==> src/rtl/mcu0_mem_pkg.sv <==
// Shared types and constants for the mcu0 memory arbiter.
package mcu0_mem_pkg;

  typedef enum logic [1:0] {
    IDLE   = 2'd0,
    ACCESS = 2'd1,
    RESP   = 2'd2
  } state_t;

  // Requester indices: 0 is the core bus, 1 is the debug/program loader
  localparam logic REQ_CPU = 1'b0;
  localparam logic REQ_DBG = 1'b1;

  localparam int AW_DEF = 12;
  localparam int DW_DEF = 16;

endpackage

==> src/rtl/mcu0_mem_arbiter_rr_arb2.sv <==
// Two-way round-robin pick. The last-served pointer lives in the parent,
// so this block is purely combinational.
module rr_arb2
  import mcu0_mem_pkg::*;
(
  input  logic req0,
  input  logic req1,
  input  logic last,
  output logic idx,
  output logic vld
);

  // On a tie, favour whichever requester was not served last
  always_comb begin
    vld = req0 | req1;
    idx = REQ_CPU;
    if (req0 && req1) begin
      idx = ~last;
    end else if (req1) begin
      idx = REQ_DBG;
    end
  end

endmodule

==> src/rtl/mcu0_mem_arbiter.sv <==
// Arbiter and access sequencer in front of the single mcu0 memory.
// One access at a time: grant in IDLE, wait for mready (or time out) in
// ACCESS, pulse done to the winner in RESP. All outputs are registered.
module mcu0_mem_arbiter
  import mcu0_mem_pkg::*;
#(
  parameter int AW      = AW_DEF,
  parameter int DW      = DW_DEF,
  parameter int TIMEOUT = 15
) (
  input  logic          clock,
  input  logic          reset,
  input  logic          req0,
  input  logic          w0,
  input  logic [AW-1:0] addr0,
  input  logic [DW-1:0] wdata0,
  output logic          done0,
  output logic          err0,
  output logic [DW-1:0] rdata0,
  input  logic          req1,
  input  logic          w1,
  input  logic [AW-1:0] addr1,
  input  logic [DW-1:0] wdata1,
  output logic          done1,
  output logic          err1,
  output logic [DW-1:0] rdata1,
  output logic          men,
  output logic          mw,
  output logic [AW-1:0] maddr,
  output logic [DW-1:0] mwdata,
  input  logic [DW-1:0] mrdata,
  input  logic          mready,
  output logic          busy
);

  localparam int CW = $clog2(TIMEOUT + 1);
  localparam logic [CW-1:0] CNT_LAST = CW'(TIMEOUT - 1);
  localparam logic [CW-1:0] CNT_MAX  = CW'(TIMEOUT);

  state_t        state;
  logic          last;
  logic          win;
  logic [CW-1:0] cnt;
  logic          gnt_idx;
  logic          gnt_vld;

  rr_arb2 u_arb (
    .req0 (req0),
    .req1 (req1),
    .last (last),
    .idx  (gnt_idx),
    .vld  (gnt_vld)
  );

  // Access sequencer: grant, hold the memory bus until ready/timeout, respond
  always_ff @(posedge clock) begin
    if (reset) begin
      state  <= IDLE;
      last   <= REQ_DBG;
      win    <= REQ_CPU;
      cnt    <= '0;
      men    <= 1'b0;
      mw     <= 1'b0;
      maddr  <= '0;
      mwdata <= '0;
      done0  <= 1'b0;
      done1  <= 1'b0;
      err0   <= 1'b0;
      err1   <= 1'b0;
      rdata0 <= '0;
      rdata1 <= '0;
      busy   <= 1'b0;
    end else begin
      done0 <= 1'b0;
      done1 <= 1'b0;
      unique case (state)
        IDLE: begin
          if (gnt_vld) begin
            win   <= gnt_idx;
            last  <= gnt_idx;
            men   <= 1'b1;
            busy  <= 1'b1;
            cnt   <= '0;
            state <= ACCESS;
            if (gnt_idx == REQ_DBG) begin
              mw     <= w1;
              maddr  <= addr1;
              mwdata <= wdata1;
            end else begin
              mw     <= w0;
              maddr  <= addr0;
              mwdata <= wdata0;
            end
          end
        end
        ACCESS: begin
          if (cnt != CNT_MAX) begin
            cnt <= cnt + CW'(1);
          end
          // Ready wins over a timeout landing on the same cycle
          if (mready || (cnt == CNT_LAST)) begin
            men   <= 1'b0;
            mw    <= 1'b0;
            state <= RESP;
            if (win == REQ_DBG) begin
              done1 <= 1'b1;
              err1  <= ~mready;
              if (mready && !mw) begin
                rdata1 <= mrdata;
              end
            end else begin
              done0 <= 1'b1;
              err0  <= ~mready;
              if (mready && !mw) begin
                rdata0 <= mrdata;
              end
            end
          end
        end
        RESP: begin
          busy  <= 1'b0;
          state <= IDLE;
        end
        default: begin
          state <= IDLE;
        end
      endcase
    end
  end

endmodule

==> config.mk <==
export PLATFORM = sky130hd
export DESIGN_NAME = mcu0_mem_arbiter
export DESIGN_NICKNAME = d
export VERILOG_FILES = /design/src/rtl/mcu0_mem_pkg.sv /design/src/rtl/mcu0_mem_arbiter_rr_arb2.sv /design/src/rtl/mcu0_mem_arbiter.sv
export SDC_FILE = /design/constraint.sdc
export NUM_CORES = 1
export LEC_CHECK = 0
export CAP_MARGIN = 20
export CORE_MARGIN = 1
export CORE_UTILIZATION = 38
export CTS_CLUSTER_SIZE = 8
export DETAILED_ROUTE_END_ITERATION = 8
export GPL_ROUTABILITY_DRIVEN = 0
export PLACE_DENSITY_LB_ADDON = 0.15
export SETUP_SLACK_MARGIN = 0.2
export SLEW_MARGIN = 20
export SYNTH_ARGS = -nofsm -noshare
export SYNTH_HDL_FRONTEND = slang
export SYNTH_SLANG_ARGS = --single-unit
==> constraint.sdc <==
create_clock -name clock -period 1.31 [get_ports clock]
set_input_delay 0.393 -clock clock [delete_from_list [all_inputs] [get_ports clock]]
set_output_delay 0.393 -clock clock [all_outputs]
set_load 0.05 [all_outputs]
-- After elaboration in Yosys (flattened, before gate mapping)
Cells that the tools add are included.
- reductions and logical operators: 17
- bitwise gates (word level): 6
- add/sub/neg operators: 1
- eq/ne operators: 7
- muxes and demuxes: 19
- operator list (operator ; count):
    two-way mux 16 bit ; 1
    two-way mux 12 bit ; 1
    AND reduction 3 bit ; 4
    two-way mux 1 bit ; 8
    two-way mux 4 bit ; 2
    one-hot mux 4 bit (2 select lines) ; 1
    AND reduction 4 bit ; 2
    inequality test 2 bit (second input constant) ; 3
    one-hot mux 1 bit (2 select lines) ; 3
    AND reduction 2 bit ; 3
    inverter 1 bit ; 5
    adder 4 x 1 -> 4 bit (second input constant) ; 1
    equality test 4 bit (second input constant) ; 1
    two-way mux 2 bit ; 2
    inequality test 4 bit (second input constant) ; 1
    one-hot mux 2 bit (2 select lines) ; 1
    nonzero test 2 bit ; 2
    OR reduction 3 bit ; 1
    equality test 2 x 1 -> 1 bit (second input constant) ; 1
    equality test 2 bit (second input constant) ; 1
    logical AND 1 bit ; 2
    zero test 2 bit ; 1
    zero test 1 bit ; 1
    logical OR 1 bit ; 1
    OR 1 bit ; 1
- bits of input ports: 79
- output and inout bits: 67
- logic and storage cells: 65
- bits in registers: 75

-- Logic depth before layout (Yosys ltp)
Gate-level depths: netlist of run 1.
- word-level depth: 5
- mapped depth: 5
- mapped depth without buffers: 5

-- Cells and area by module
Synthesis of run 1 repeated with hierarchy kept, for this count alone.
- cells, all modules: 343
- area, all modules: 3070.4 sq um
- modules (own cells, without submodules) (module ; area an instance (sq um) ; instances ; seq. area each (sq um) ; cells each):
    mcu0_mem_arbiter ; 3056.7 ; 1 ; 1501.4 ; 341
    rr_arb2 ; 13.8 ; 1 ; 0.0 ; 2

-- Worst setup path after synthesis of run 1
OpenSTA, ideal clock, no wires.
- path type: register to register
- from: register mw
- to: register rdata1[14]
- period minus slack after synthesis: 1.465 ns
- setup time: 0.070 ns
- path buffers: 1
- stages on the path, launching flop included: 5
- required time: 1.240 ns
- path slack: -0.155 ns
- arrival time: 1.395 ns
- cells stage by stage: dfxtp_1 nand4bb_1 clkbuf_1 o21ai_0 a21oi_1
- word-level cells in the longest chain between the ends: 3
- RTL lines (item ; line ; source):
    start, declared ; mcu0_mem_arbiter.sv:28 ; output logic mw,
    start signal, assigned ; mcu0_mem_arbiter.sv:86 ; mw <= w1;
    start signal, assigned ; mcu0_mem_arbiter.sv:90 ; mw <= w0;
    zero test 1 bit ; mcu0_mem_arbiter.sv:108 ; if (mready && !mw) begin
    logical AND 1 bit ; mcu0_mem_arbiter.sv:108 ;
    AND reduction 4 bit (no source line) ; - ;
    end signal, assigned ; mcu0_mem_arbiter.sv:109 ; rdata1 <= mrdata;
    end, declared ; mcu0_mem_arbiter.sv:26 ; output logic [DW-1:0] rdata1,
No other way between the ends.
A chain may end at the register's enable or synchronous reset.

-- Worst setup path in the final report of run 1
- from: register state[0]
- to: register rdata0[4]
- word-level cells in the longest chain between the ends: 2
- RTL lines (item ; line ; source):
    start, declared ; mcu0_mem_arbiter.sv:40 ; state_t state;
    start signal, assigned ; mcu0_mem_arbiter.sv:58 ; state <= IDLE;
    start signal, assigned ; mcu0_mem_arbiter.sv:84 ; state <= ACCESS;
    start signal, assigned ; mcu0_mem_arbiter.sv:104 ; state <= RESP;
    equality test 2 x 1 -> 1 bit ; mcu0_mem_arbiter.sv:76 ; unique case (state)
    AND reduction 4 bit (no source line) ; - ;
    end signal, assigned ; mcu0_mem_arbiter.sv:115 ; rdata0 <= mrdata;
    end, declared ; mcu0_mem_arbiter.sv:19 ; output logic [DW-1:0] rdata0,
No other way between the ends.

==> results of run 1 <==
-- final timing paths --
kind / startpoint / endpoint / cells past startpoint
setup / recovery: state[0] / rdata0[4] / 5
setup reg to reg: state[0] / rdata0[4] / 5
hold reg to reg: men / men / 2
hold / removal: reset / state[1] / 2
-- state kept, by name, summed over array words and instances, names as in the netlist --
name and count:
err1 1, busy 1, done0 1, mwdata 16, rdata0 16, rdata1 16
state 2, win 1, men 1, last 1, cnt 4, maddr 12
mw 1, err0 1, done1 1
-- per-layer routing --
layer / share of wire, % / global-route usage [%]
met5: 0 / 0
met4: 4.7 / 10.4
met3: 7.7 / 6.71
met2: 52 / 50.7
met1: 36 / 31.5
-- synthesized netlist by cell type (2+ instances only) --
cell      count  area share (%)
dfxtp_1      75              45
a21oi_1      66             9.9
nand3_1      33             4.9
o21ai_0      30             4.5
mux2i_1      29             8.7
a211oi_2     28              10
clkbuf_1     21             2.4
buf_2         9             1.3
nand2_1       7            0.79
a31oi_1       5            0.94
buf_6         5             1.7
o21ai_1       5            0.75
or3_1         4            0.75
o221ai_1      3            0.79
a311oi_1      2            0.52
ha_1          2            0.75
inv_1         2            0.22
nand2b_1      2            0.37
nor2_2        2            0.37
nor2b_1       2            0.37
nor3_1        2            0.30
or2_1         2            0.37
-- logic make-up after synthesis --
group,after synthesis
AO/OA/AOI/OAI,146
adder cells (fa/ha/maj),2
buffers and inverters,39
flip-flops,75
multiplexers,29
AND/OR/NAND/NOR,60
-- area by class of cell --
class / instances / area [um2] / share of cell area [%]
Sequential cell: 75 / 1610 / 21.0
Tap cell: 105 / 131 / 1.71
Clock buffer: 11 / 163 / 2.12
Multi-Input combinational cell: 237 / 2580 / 33.6
Clock inverter: 5 / 82.6 / 1.08
Timing Repair Buffer: 222 / 3090 / 40.3
Inverter: 3 / 13.8 / 0.179
-- through the flow --
step	total power, mW	area, um2	cells
after detailed placement	4.87	5800	593
after global placement	4.84	5800	593
after floorplan	3.77	3480	351
final	8.00	7680	658
after CTS	7.41	6860	641
after global routing	8.19	7680	658
-- critical path: cells and delay by family (launching register included) --
kind / cells / cell delay [ns]
simple gates: 1 / 0.13
buf+inv: 2 / 0.33
flops: 1 / 0.40
compound gates: 2 / 0.45
-- cell usage in the layout (no fill, tap or decap), types with 2 or more instances in the layout --
cell type        netlist  final
mux2i_2                0      9
nand3_1               33      2
dfxtp_4                0      8
buf_4                  0     38
buf_12                 0     79
o21ai_0               30     17
nor2_4                 0      2
nand2_1                7      4
clkinv_4               0      2
a21oi_2                0     48
clkdlybuf4s15_1        0      2
a31oi_4                0      3
o221ai_2               0      2
a311oi_2               0      2
buf_16                 0      6
mux2i_4                0     10
o21ai_1                5     16
buf_6                  5     18
nand3_2                0      8
or3_4                  0      2
or3_1                  4      2
nand3_4                0     23
a211oi_2              28     29
clkdlybuf4s50_1        0     74
mux2i_1               29     10
ha_4                   0      2
dfxtp_1               75      2
dfxtp_2                0     65
bufinv_16              0      2
clkbuf_16              0      4
clkbuf_8               0     10
a21oi_1               66     18
o21ai_2                0      2
-- power breakdown --
group	switching (mW)	internal, mW
registers	0.193	2.46
clock network	1.00	1.24
logic	1.55	1.54
total	2.74	5.25
-- repair_timing --
item | 4_1_cts | 5_1_grt
pin swaps | 44 | 49
cloned | 6 | 5
resized for setup | 154 | 126
setup buffers | 26 | 12
endpoints found under the setup margin | 142 | 142
==> key figures, run 1 <==
Final layout
  • Area Growth Syn to Fin: 130%
  • Total inserted antenna cells: 0
  • Core Util, Final: 91.6%
  • Filler Cell Count: around 260
  • Layout cells sized above 1: between 70% and 80%
  • Nets: about 630

Routing
  • Initial DRC Count: about 240
  • Post-DR wirelength/cell: between 20 and 30 um
  • Antenna viol nets, final: 0
  • Drt pass-1 iters: 6
  • Drt drc: 0
  • Vias per inst: about 6.1
  • DR vias: 3982
  • Routed WL: approximately 17 mm

CTS
  • Worst skew pair latency: roughly 0.38 ns
  • Total CTS buffers: 9
  • Register clock-pin slew on the reported worst setup and hold paths: 0.09 ns
  • Maximum buffer depth of the clock tree: 2
  • H-tree levels: 3
  • # hold bufs at CTS: 0
  • Clock Sinks: 75
  • Clk root buf: clkbuf_8
  • CTS tree: done

Worst setup path
  • CP Class: flip-flop to flip-flop
  • Endpoint class of the critical path: flip-flop
  • Max stage delay cell, worst path: dfxtp_4
  • Arr. time, crit path: between 1.5 and 2 ns
  • Flop2flop setup slack: -0.13 ns
  • Startpoint types: flip-flop
  • Maximum fanout along the worst path: 16
  • CP Cell Sequence: buf_4, nand4bb_4, buf_6, o21ai_0, a21oi_2
  • Crit path required time: about 1.6 ns
  • Crit-path max cell delay: around 0.40 ns

Global routing
  • Antenna violations before repair: 0
  • Vias in the first global route: approximately 3800
  • First-pass GRT wire length: roughly 19 mm
  • GRT overflow: 0
  • Largest net degree at the start of global routing: 36
  • Gr usage total: between 20% and 30%

Synth
  • Gate Count Post-Synth: 351
  • Asr flop ratio synth: 0%
  • Yosys reg bits: 75
  • Synthesized Nets: between 400 and 500
  • Adder-cell share of the synthesized area: 0.748%
  • Most used DFF post-synth: dfxtp_1
  • Syn Std Cell Area: roughly 3300 um2
  • Multiplexer share of the synthesized area: 8.68%
  • Sequential cell area fraction in the yosys report: ~45%
  • Syn Area/Cell: 9.53 um2
  • Synth Area in Compound Gates: about 30%
  • EDFF count, synth: 0
  • Simple-Gate Fraction of Synth Area: between 10% and 20%
  • Ys Warns: 0
  • Unique masters post-synth: 37
  • Largest family of logic cells by synthesized area: compound AO/OA/AOI/OAI gates
  • Synth Area in XOR/XNOR: 0%

STA
  • Max Transition Viols Final: 0
  • Final Worst Setup Slack: -0.129 ns
  • Final Hold Viols: 0
  • Max Freq: approximately 0.70 GHz
  • Actual slew at the worst max-slew pin: 0.430 ns
  • Final Skew: ~0.010 ns
  • Post-route minimum period: about 1.4 ns
  • Final worst path period share: 110%
  • RSZ-0062 raised after global routing: true
  • Slew margin rel.: between 70% and 80%
  • Setup TNS: -1.96 ns
  • Final setup violating endpoints: 52
  • Hold Slack: about 0.43 ns

Die
  • IO Pins: ~150
  • Die area: between 9000 and 10000 um2
  • Core area: between 8000 and 9000 um2
  • Die Y: roughly 96 um
  • Cell Rows: 33
  • Horiz. Die Dim: approximately 96 um
  • Starting Density: between 30 and 40%

Power
  • Leak: 2.65 nW
  • Power per Cell Area: between 1000 and 1500 nW/um2
  • Max VDD drop: 746 uV

Outcome
  • Failing checks: negative setup slack
  • Status: complete, but fails checks

Place
  • Worst slack, placed: -0.526 ns
  • PortBufs: 145
  • Hpwl dp: between 6 and 7 mm

Flow run
  • Number of max-cap violations: 0

Min path
  • Tightest Hold Check Type: input pin to flip-flop
Note: power is estimated with default switching activity, not from simulation.
==> run 2: changes to the inputs <==
--- a/config.mk
+++ b/config.mk
@@ -7,7 +7,7 @@
 export LEC_CHECK = 0
 export CAP_MARGIN = 20
 export CORE_MARGIN = 1
-export CORE_UTILIZATION = 38
+export CORE_UTILIZATION = 37
 export CTS_CLUSTER_SIZE = 8
 export DETAILED_ROUTE_END_ITERATION = 8
 export GPL_ROUTABILITY_DRIVEN = 0
@@ -16,4 +16,5 @@
 export SLEW_MARGIN = 20
 export SYNTH_ARGS = -nofsm -noshare
 export SYNTH_HDL_FRONTEND = slang
+export SYNTH_HIERARCHICAL = 1
 export SYNTH_SLANG_ARGS = --single-unit
==> run 2 against run 1 <==
  * The flow now stops in global routing (5_1_grt)
  * Area after synthesis down 8.2%
  * Synthesized cell count down 2.3%
==> key figures, run 2 <==
Synth
  • Most used DFF post-synth: dfxtp_1
  • Synth cell count leaders: 75 x dfxtp_1, 39 x a21oi_1, 34 x nand3_1
  • EDFF count, synth: 0
  • Synth top area cells: dfxtp_1 49%, mux2i_1 9.1%, a211oi_1 7.6%
  • Ys Warns: 6
  • Syn Std Cell Area: ~3100 um2
  • Multiplexer share of the synthesized area: a little under a tenth
  • Synth Area in Compound Gates: 22.3%
  • Largest family of logic cells by synthesized area: compound AO/OA/AOI/OAI gates
  • Gate Count Post-Synth: 343
  • Asr flop ratio synth: 0%
  • Adder-cell share of the synthesized area: 0.815%
  • Simple-Gate Fraction of Synth Area: 13.5%
  • Synthesized Nets: between 400 and 500
  • Unique masters post-synth: 33
  • Cell with the most instances after synthesis: dfxtp_1
  • Yosys reg bits: 75
  • Library cell with the largest summed area after synthesis: dfxtp_1
  • Syn Area/Cell: approximately 9 um2
  • Sequential cell area fraction in the yosys report: between 40% and 50%
  • Synth Area in XOR/XNOR: 0%
  • Synth top area share: around half

STA
  • Type of pin the worst path ends at: register input
  • Worst_ep grt: mwdata[12]$_SDFFE_PP0P_/D

Die
  • Die Y: just over 90 um
  • Cell Rows: 32
  • Horiz. Die Dim: just over 90 um
  • IO Pins: 146
  • Starting Density: approximately 39%

Place
  • Hpwl dp: around 6.5 mm
  • PortBufs: about 150
  • Worst slack, placed: -0.624 ns

CTS
  • Clk root buf: clkbuf_8
  • Clock Sinks: 75
  • # hold bufs at CTS: 0
  • Total CTS buffers: 9
  • Maximum buffer depth of the clock tree: 2
  • H-tree levels: 3

Global routing
  • Antenna violations before repair: 1
  • Largest net degree at the start of global routing: 40

Outcome
  • Error: [ERROR DPL-0033] detailed placement checks failed during check placement.
  • Status: aborted with a tool error
  • Last stage: global routing (5_1_grt)
## run 2: logic make-up after synthesis
group | after synthesis
AOI/OAI and AO/OA | 116
buffers and inverters | 36
muxes | 29
and+or+nand+nor | 85
DFF | 75
adders and majority gates | 2
## run 2: timing repair
item	in CTS
endpoints found under the setup margin	142
pin swaps	31
resized for setup	220
gates cloned	9
setup buffers	42
## run 2: through the flow
stage | instance area (um2) | TNS (ns) | std cells | hold WS [ns]
3_3_place_gp | 5640 | -33.76 | 576 | 0.494
4_1_cts | 7040 | -0.165 | 643 | 0.493
2_1_floorplan | 3390 | 0 | 343 | 0.499
3_5_place_dp | 5640 | -36.12 | 576 | 0.504
==> run 3: changes to the inputs <==
--- a/config.mk
+++ b/config.mk
@@ -7,12 +7,10 @@
 export LEC_CHECK = 0
 export CAP_MARGIN = 20
 export CORE_MARGIN = 1
-export CORE_UTILIZATION = 37
-export CTS_CLUSTER_SIZE = 8
+export CORE_UTILIZATION = 40
 export DETAILED_ROUTE_END_ITERATION = 8
 export GPL_ROUTABILITY_DRIVEN = 0
 export PLACE_DENSITY_LB_ADDON = 0.15
-export SETUP_SLACK_MARGIN = 0.2
 export SLEW_MARGIN = 20
 export SYNTH_ARGS = -nofsm -noshare
 export SYNTH_HDL_FRONTEND = slang
==> constraint.sdc (replaced) <==
create_clock -name clock -period 1.7 [get_ports clock]
set_input_delay 0.51 -clock clock [delete_from_list [all_inputs] [get_ports clock]]
set_output_delay 0.51 -clock clock [all_outputs]
set_load 0.05 [all_outputs]
==> run 3 against run 2 <==
  * The flow now finishes without violations
  * Area after synthesis did not move
  * Synthesized cell count did not move
==> key figures, run 3 <==
Routing
  • Met3 Wirelength: about 930 um
  • Initial DRC Count: between 100 and 150
  • Max layer used: met4
  • DR vias: approximately 3200
  • Antenna viol nets, final: 0
  • Drt drc: 0
  • Met2 routed WL: slightly below 5 mm
  • Drt pass-1 iters: 5
  • Met1 wire length: 3.68 mm
  • Post-DR wirelength/cell: between 15 and 20 um
  • Routed WL: a little under 10 mm
  • Vias per inst: 5.45

Synth
  • Most used DFF post-synth: dfxtp_1
  • Synth top area cells: dfxtp_1 49%, mux2i_1 9.1%, a211oi_1 7.6%
  • EDFF count, synth: 0
  • Sequential cell area fraction in the yosys report: between 40% and 50%
  • Unique masters post-synth: 33
  • Syn Std Cell Area: roughly 3100 um2
  • Library cell with the largest summed area after synthesis: dfxtp_1
  • Synthesized Nets: ~420
  • Gate Count Post-Synth: 343
  • Cell with the most instances after synthesis: dfxtp_1
  • Yosys reg bits: 75
  • Syn Area/Cell: 8.95 um2
  • Synth top area share: about half
  • Synth cell count leaders: 75 x dfxtp_1, 39 x a21oi_1, 34 x nand3_1
  • Asr flop ratio synth: 0%
  • Ys Warns: 6

STA
  • Final setup violating endpoints: 0
  • Final Hold Viols: 0
  • Max Transition Viols Final: 0
  • Actual slew at the worst max-slew pin: roughly 0.50 ns
  • Final worst path period share: a little over nine tenths
  • Max Freq: between 0.6 and 0.7 GHz
  • Slew margin rel.: approximately 67%
  • Hold Slack: around 0.5 ns
  • Post-route minimum period: between 1.5 and 2 ns
  • Final Skew: about 0.0086 ns
  • RSZ-0062 raised after global routing: false

CTS
  • Worst skew pair latency: ~0.35 ns
  • Register clock-pin slew on the reported worst setup and hold paths: around 0.090 ns
  • CTS tree: done
  • Total CTS buffers: 9
  • H-tree levels: 3
  • Clk root buf: clkbuf_8
  • Clock Sinks: 75
  • Maximum buffer depth of the clock tree: 2
  • # hold bufs at CTS: 0

Worst setup path
  • CP Class: input pin to flip-flop
  • CP endpoint: maddr[10]
  • Maximum fanout along the worst path: 22
  • Arr. time, crit path: approximately 1.9 ns
  • CP startpoint: req1
  • Cell count along the critical path: 6
  • Endpoint class of the critical path: flip-flop
  • CP Cell Sequence: dlygate4sd2_1, or2_4, nor3b_4, buf_4, bufbuf_16, a211oi_1
  • Cells on worst reg2reg path: 3
  • Crit path required time: 1.96 ns
  • Max stage delay cell, worst path: bufbuf_16
  • Top delay family on crit path: buffers and inverters
  • FF-to-FF End: cnt[3]
  • Worst R2R Start: state[0]
  • Flop2flop setup slack: 0.20 ns
  • Startpoint types: input pin
  • Crit-path max cell delay: 0.29 ns
  • Buffers and inverters on the worst path: 3

Final layout
  • Filler Cell Count: about 450
  • Most frequent cells in the layout: 75 x dfxtp_1, 75 x clkdlybuf4s50_1, 72 x buf_12, 39 x a21oi_1, 34 x nand3_1
  • Top flop regs: mwdata x16, rdata0 x16, rdata1 x16
  • Layout cells sized above 1: 24.8%
  • Area Growth Syn to Fin: 87.3%
  • Total inserted antenna cells: 0
  • Fin cells: 594
  • Nets: approximately 570

Flow run
  • Number of max-cap violations: 0

Global routing
  • First-pass GRT wire length: approximately 15 mm
  • Antenna violations before repair: 0
  • Vias in the first global route: 3082
  • GRT overflow: 0
  • Largest net degree at the start of global routing: 35
  • Gr usage total: between 20% and 30%

Die
  • Cell Rows: 31
  • Horiz. Die Dim: roughly 90 um
  • Die Y: 89.6 um
  • Die area: ~8000 um2
  • IO Pins: 146
  • Starting Density: between 40% and 50%
  • Core area: 7330 um2

Place
  • Hpwl dp: roughly 6.6 mm
  • Placed cell count: ~570
  • PortBufs: 145

Power
  • Power per Cell Area: approximately 900 nW/um2
  • Leak: between 2 and 2.5 nW
  • Max VDD drop: roughly 520 uV

Min path
  • Tightest Hold Check Type: flip-flop to flip-flop

Outcome
  • Status: finished, final reports clean
-- run 3: cell counts after synthesis --
Identical to the previous run, type by type.
-- run 3: metal layers --
| layer | global-route usage (%) | up-vias |
|---|---|---|
| li1 | - | 1543 |
| met1 | 28.8 | 1519 |
| met2 | 42.6 | 151 |
| met3 | 9.23 | 23 |
| met4 | 9.81 | 0 |
| met5 | 0 | - |
-- run 3: cell type report --
class,instances,area [um2],share of cell area (%)
sequential,75,1500,26.1
multi-input combinational,232,1480,25.8
inverter,4,15.0,0.261
timing repair buffer,168,2400,41.8
clock inverter,7,100,1.74
tap,99,124,2.15
clock buffer,9,124,2.15
-- run 3: worst min-delay path by stage --
stage	start	to	slack (ns)	depth (start not counted)
after floorplan	last	last	0.44	2
after global placement	rdata0[8]	rdata0[8]	0.50	2
after detailed placement	rdata1[0]	rdata1[0]	0.50	2
after CTS	rdata1[0]	rdata1[0]	0.52	2
after global routing	rdata1[7]	rdata1[7]	0.54	2
final	rdata1[10]	rdata1[10]	0.51	2
-- run 3: worst min-delay path, stage by stage, from the launching register on --
cell     delay [ns]
dfxtp_1        0.34
o21ai_0        0.07
a21oi_1        0.06
-- run 3: what timing repair did --
| action | in CTS | in global routing |
|---|---|---|
| endpoints found under the setup margin | 3 | 0 |
| resized for setup | 13 | 0 |
| setup buffers | 5 | 0 |
-- run 3: through the flow --
step | setup TNS [ns] | utilization (%) | power (mW) | instance area (um2) | worst slack [ns]
CTS | 0 | 78.4 | 5.19 | 5750 | 0.142
global placement | -12.42 | 73.3 | 3.52 | 5380 | -0.312
global route | 0 | 78.4 | 5.38 | 5750 | 0.0364
floorplan | 0 | - | 2.72 | 3070 | 0.0860
detailed placement | -16.28 | 73.3 | 3.56 | 5380 | -0.448
finish | 0 | 78.4 | 5.18 | 5750 | 0.0744
-- run 3: power by group --
part / total [mW] / internal (mW) / switching, mW
sequential: 2.02 / 1.88 / 0.141
clock: 1.55 / 0.839 / 0.707
combinational: 1.61 / 0.821 / 0.792
total: 5.18 / 3.54 / 1.64
-- run 3: kinds of logic (layout without fill, tap and decap cells) --
family,count (synthesis),in the layout,synth area share [%]
compound gates,116,116,22.3
mux,29,29,9.49
simple gates,85,85,13.5
buf+inv,36,188,4.93
flops,75,75,48.9
fa+ha+maj,2,2,0.815
==> run 4: changes to the inputs <==
--- a/config.mk
+++ b/config.mk
@@ -7,7 +7,7 @@
 export LEC_CHECK = 0
 export CAP_MARGIN = 20
 export CORE_MARGIN = 1
-export CORE_UTILIZATION = 40
+export CORE_UTILIZATION = 25
 export DETAILED_ROUTE_END_ITERATION = 8
 export GPL_ROUTABILITY_DRIVEN = 0
 export PLACE_DENSITY_LB_ADDON = 0.15
==> run 4 against run 3 <==
  * First-iteration DRC count grew 82%
  * Sequential power barely moved
  * Fmax rose by 8.4%
  * Cell area is 4.7% higher
  * Count of clock-buffer cells in the layout increased by 1
  * Sequential share of layout area fell by 1.2 points
  * Clock power rose by 32%
  * Critical path depth is 3 lower
  * Power grew 11%
  * Utilization shrank 28 points
  * Global-route usage is 10 points lower
  * Largest power group is now clock
  * Highest routed layer unchanged
==> key figures, run 4 (same netlist as run 3, synthesis figures left out) <==
Outcome
  • Status: finished, final reports clean

Global routing
  • Gr usage total: 14.6%
  • Largest net degree at the start of global routing: 76
  • Antenna violations before repair: 0
  • Vias in the first global route: about 3000
  • First-pass GRT wire length: about 15 mm
  • GRT overflow: 0

Worst setup path
  • Max stage delay cell, worst path: dfxtp_1
  • Crit path required time: ~1.9 ns
  • Cell count along the critical path: 3
  • Maximum fanout along the worst path: 10
  • Endpoint class of the critical path: flip-flop
  • Arr. time, crit path: between 1.5 and 2 ns
  • CP startpoint: state[0]
  • Crit-path max cell delay: 0.50 ns
  • Top delay family on crit path: simple AND/OR/NAND/NOR gates
  • Worst R2R Start: state[0]
  • CP Cell Sequence: nand2b_1, or3_1, a211oi_1
  • CP endpoint: cnt[3]
  • Flop2flop setup slack: around 0.2 ns
  • Buffers and inverters on the worst path: 0
  • Cells on worst reg2reg path: 3
  • Startpoint types: flip-flop
  • CP Class: flip-flop to flip-flop
  • FF-to-FF End: cnt[3]

Final layout
  • Filler Cell Count: approximately 1100
  • Top flop regs: mwdata x16, rdata0 x16, rdata1 x16
  • Nets: 572
  • Most frequent cells in the layout: 75 x dfxtp_1, 75 x clkdlybuf4s50_1, 75 x buf_12, 39 x a21oi_1, 34 x nand3_1
  • Layout cells sized above 1: about a quarter
  • Area Growth Syn to Fin: 96.1%
  • Total inserted antenna cells: 0

Routing
  • DR vias: approximately 3200
  • Post-DR wirelength/cell: approximately 16 um
  • Met1 wire length: about 4.4 mm
  • Vias per inst: a little under 5
  • Met2 routed WL: 4.67 mm
  • Antenna viol nets, final: 0
  • Drt drc: 0
  • Initial DRC Count: around 230
  • Routed WL: a little over 10 mm
  • Drt pass-1 iters: 4
  • Met3 Wirelength: around 960 um
  • Max layer used: met4

STA
  • RSZ-0062 raised after global routing: false
  • Final worst path period share: approximately nine tenths
  • Slew margin rel.: between 70% and 80%
  • Final Hold Viols: 0
  • Actual slew at the worst max-slew pin: 0.377 ns
  • Hold Slack: about 0.51 ns
  • Max Freq: 0.667 GHz
  • Final Skew: 0.00735 ns
  • Final setup violating endpoints: 0
  • Post-route minimum period: between 1 and 1.5 ns
  • Max Transition Viols Final: 0

CTS
  • CTS tree: done
  • Worst skew pair latency: 0.33 ns
  • # hold bufs at CTS: 0
  • Total CTS buffers: 9
  • Register clock-pin slew on the reported worst setup and hold paths: 0.06 ns
  • Clock Sinks: 75
  • Maximum buffer depth of the clock tree: 2
  • Clk root buf: clkbuf_16
  • H-tree levels: 3

Die
  • Starting Density: roughly 26%
  • Die area: about 13000 um2
  • Core area: around 12000 um2
  • IO Pins: ~150
  • Die Y: 113 um
  • Cell Rows: 40
  • Horiz. Die Dim: 113 um

Min path
  • Hold path start: rdata1[9]
  • Tightest Hold Check Type: flip-flop to flip-flop

Place
  • Hpwl dp: ~6.5 mm
  • PortBufs: between 100 and 150

Power
  • Max VDD drop: about 470 uV
  • Power per Cell Area: ~950 nW/um2
  • Design Power: 5.73 mW
  • Leak: between 2 and 2.5 nW

Flow run
  • Number of max-cap violations: 0
==> run 4: cell types whose count changed in the layout (fill, tap and decap cells not counted), sizes merged <==
cell	change
bufbuf	-2
dlymetal6s2s	+2
dlygate4sd2	-2
clkinvlp	+1
buf	-3
clkbuf	+7
inv	-2
==> run 4: metal layers <==
layer	vias up	track usage, %
li1	1546	-
met1	1503	16.8
met2	131	23.5
met3	9	7.45
met4	0	4.62
met5	-	0
==> run 4: worst min path at each step <==
stage,end,cells after the start
floorplan,last,2
global placement,rdata1[11],2
detailed placement,rdata1[9],2
CTS,rdata1[9],2
global route,rdata0[5],2
finish,rdata1[9],2
==> run 4: cell type report <==
cell class / count / area (um2) / area share (%)
Multi-Input combinational cell: 232 / 1490 / 24.7
Tap cell: 147 / 184 / 3.05
Inverter: 4 / 15.0 / 0.249
Clock buffer: 10 / 229 / 3.80
Timing Repair Buffer: 169 / 2510 / 41.8
Clock inverter: 6 / 90.1 / 1.50
Sequential cell: 75 / 1500 / 24.9
==> run 4: what timing repair did <==
item,4_1_cts,5_1_grt
setup buffers,0,4
endpoints found under the setup margin,2,28
gates resized for setup,1,13
pin swaps,1,18
gates cloned,0,7
==> run 4: worst min-delay path: stages (launching register included) <==
cell and delay, ns:
dfxtp_1 0.33, o21ai_0 0.07, a21oi_1 0.06
==> run 4: stage by stage <==
step                TNS, ns  worst slack, ns  area, um2  instances  util (%)
global placement     -11.96           -0.286       5430        616      45.2
finish                    0            0.200       6020        643      50.1
global route              0            0.124       6020        643      50.1
detailed placement   -14.92           -0.362       5430        616      45.2
CTS                       0          0.00834       5750        632      47.9
floorplan                 0           0.0860       3070        343         -
==> run 4: report_power, final <==
group / total [mW] / switching (mW) / internal, mW / leakage (nW)
logic: 1.67 / 0.809 / 0.860 / 1.49
clock network: 2.04 / 0.756 / 1.29 / 0.153
registers: 2.02 / 0.137 / 1.88 / 0.615
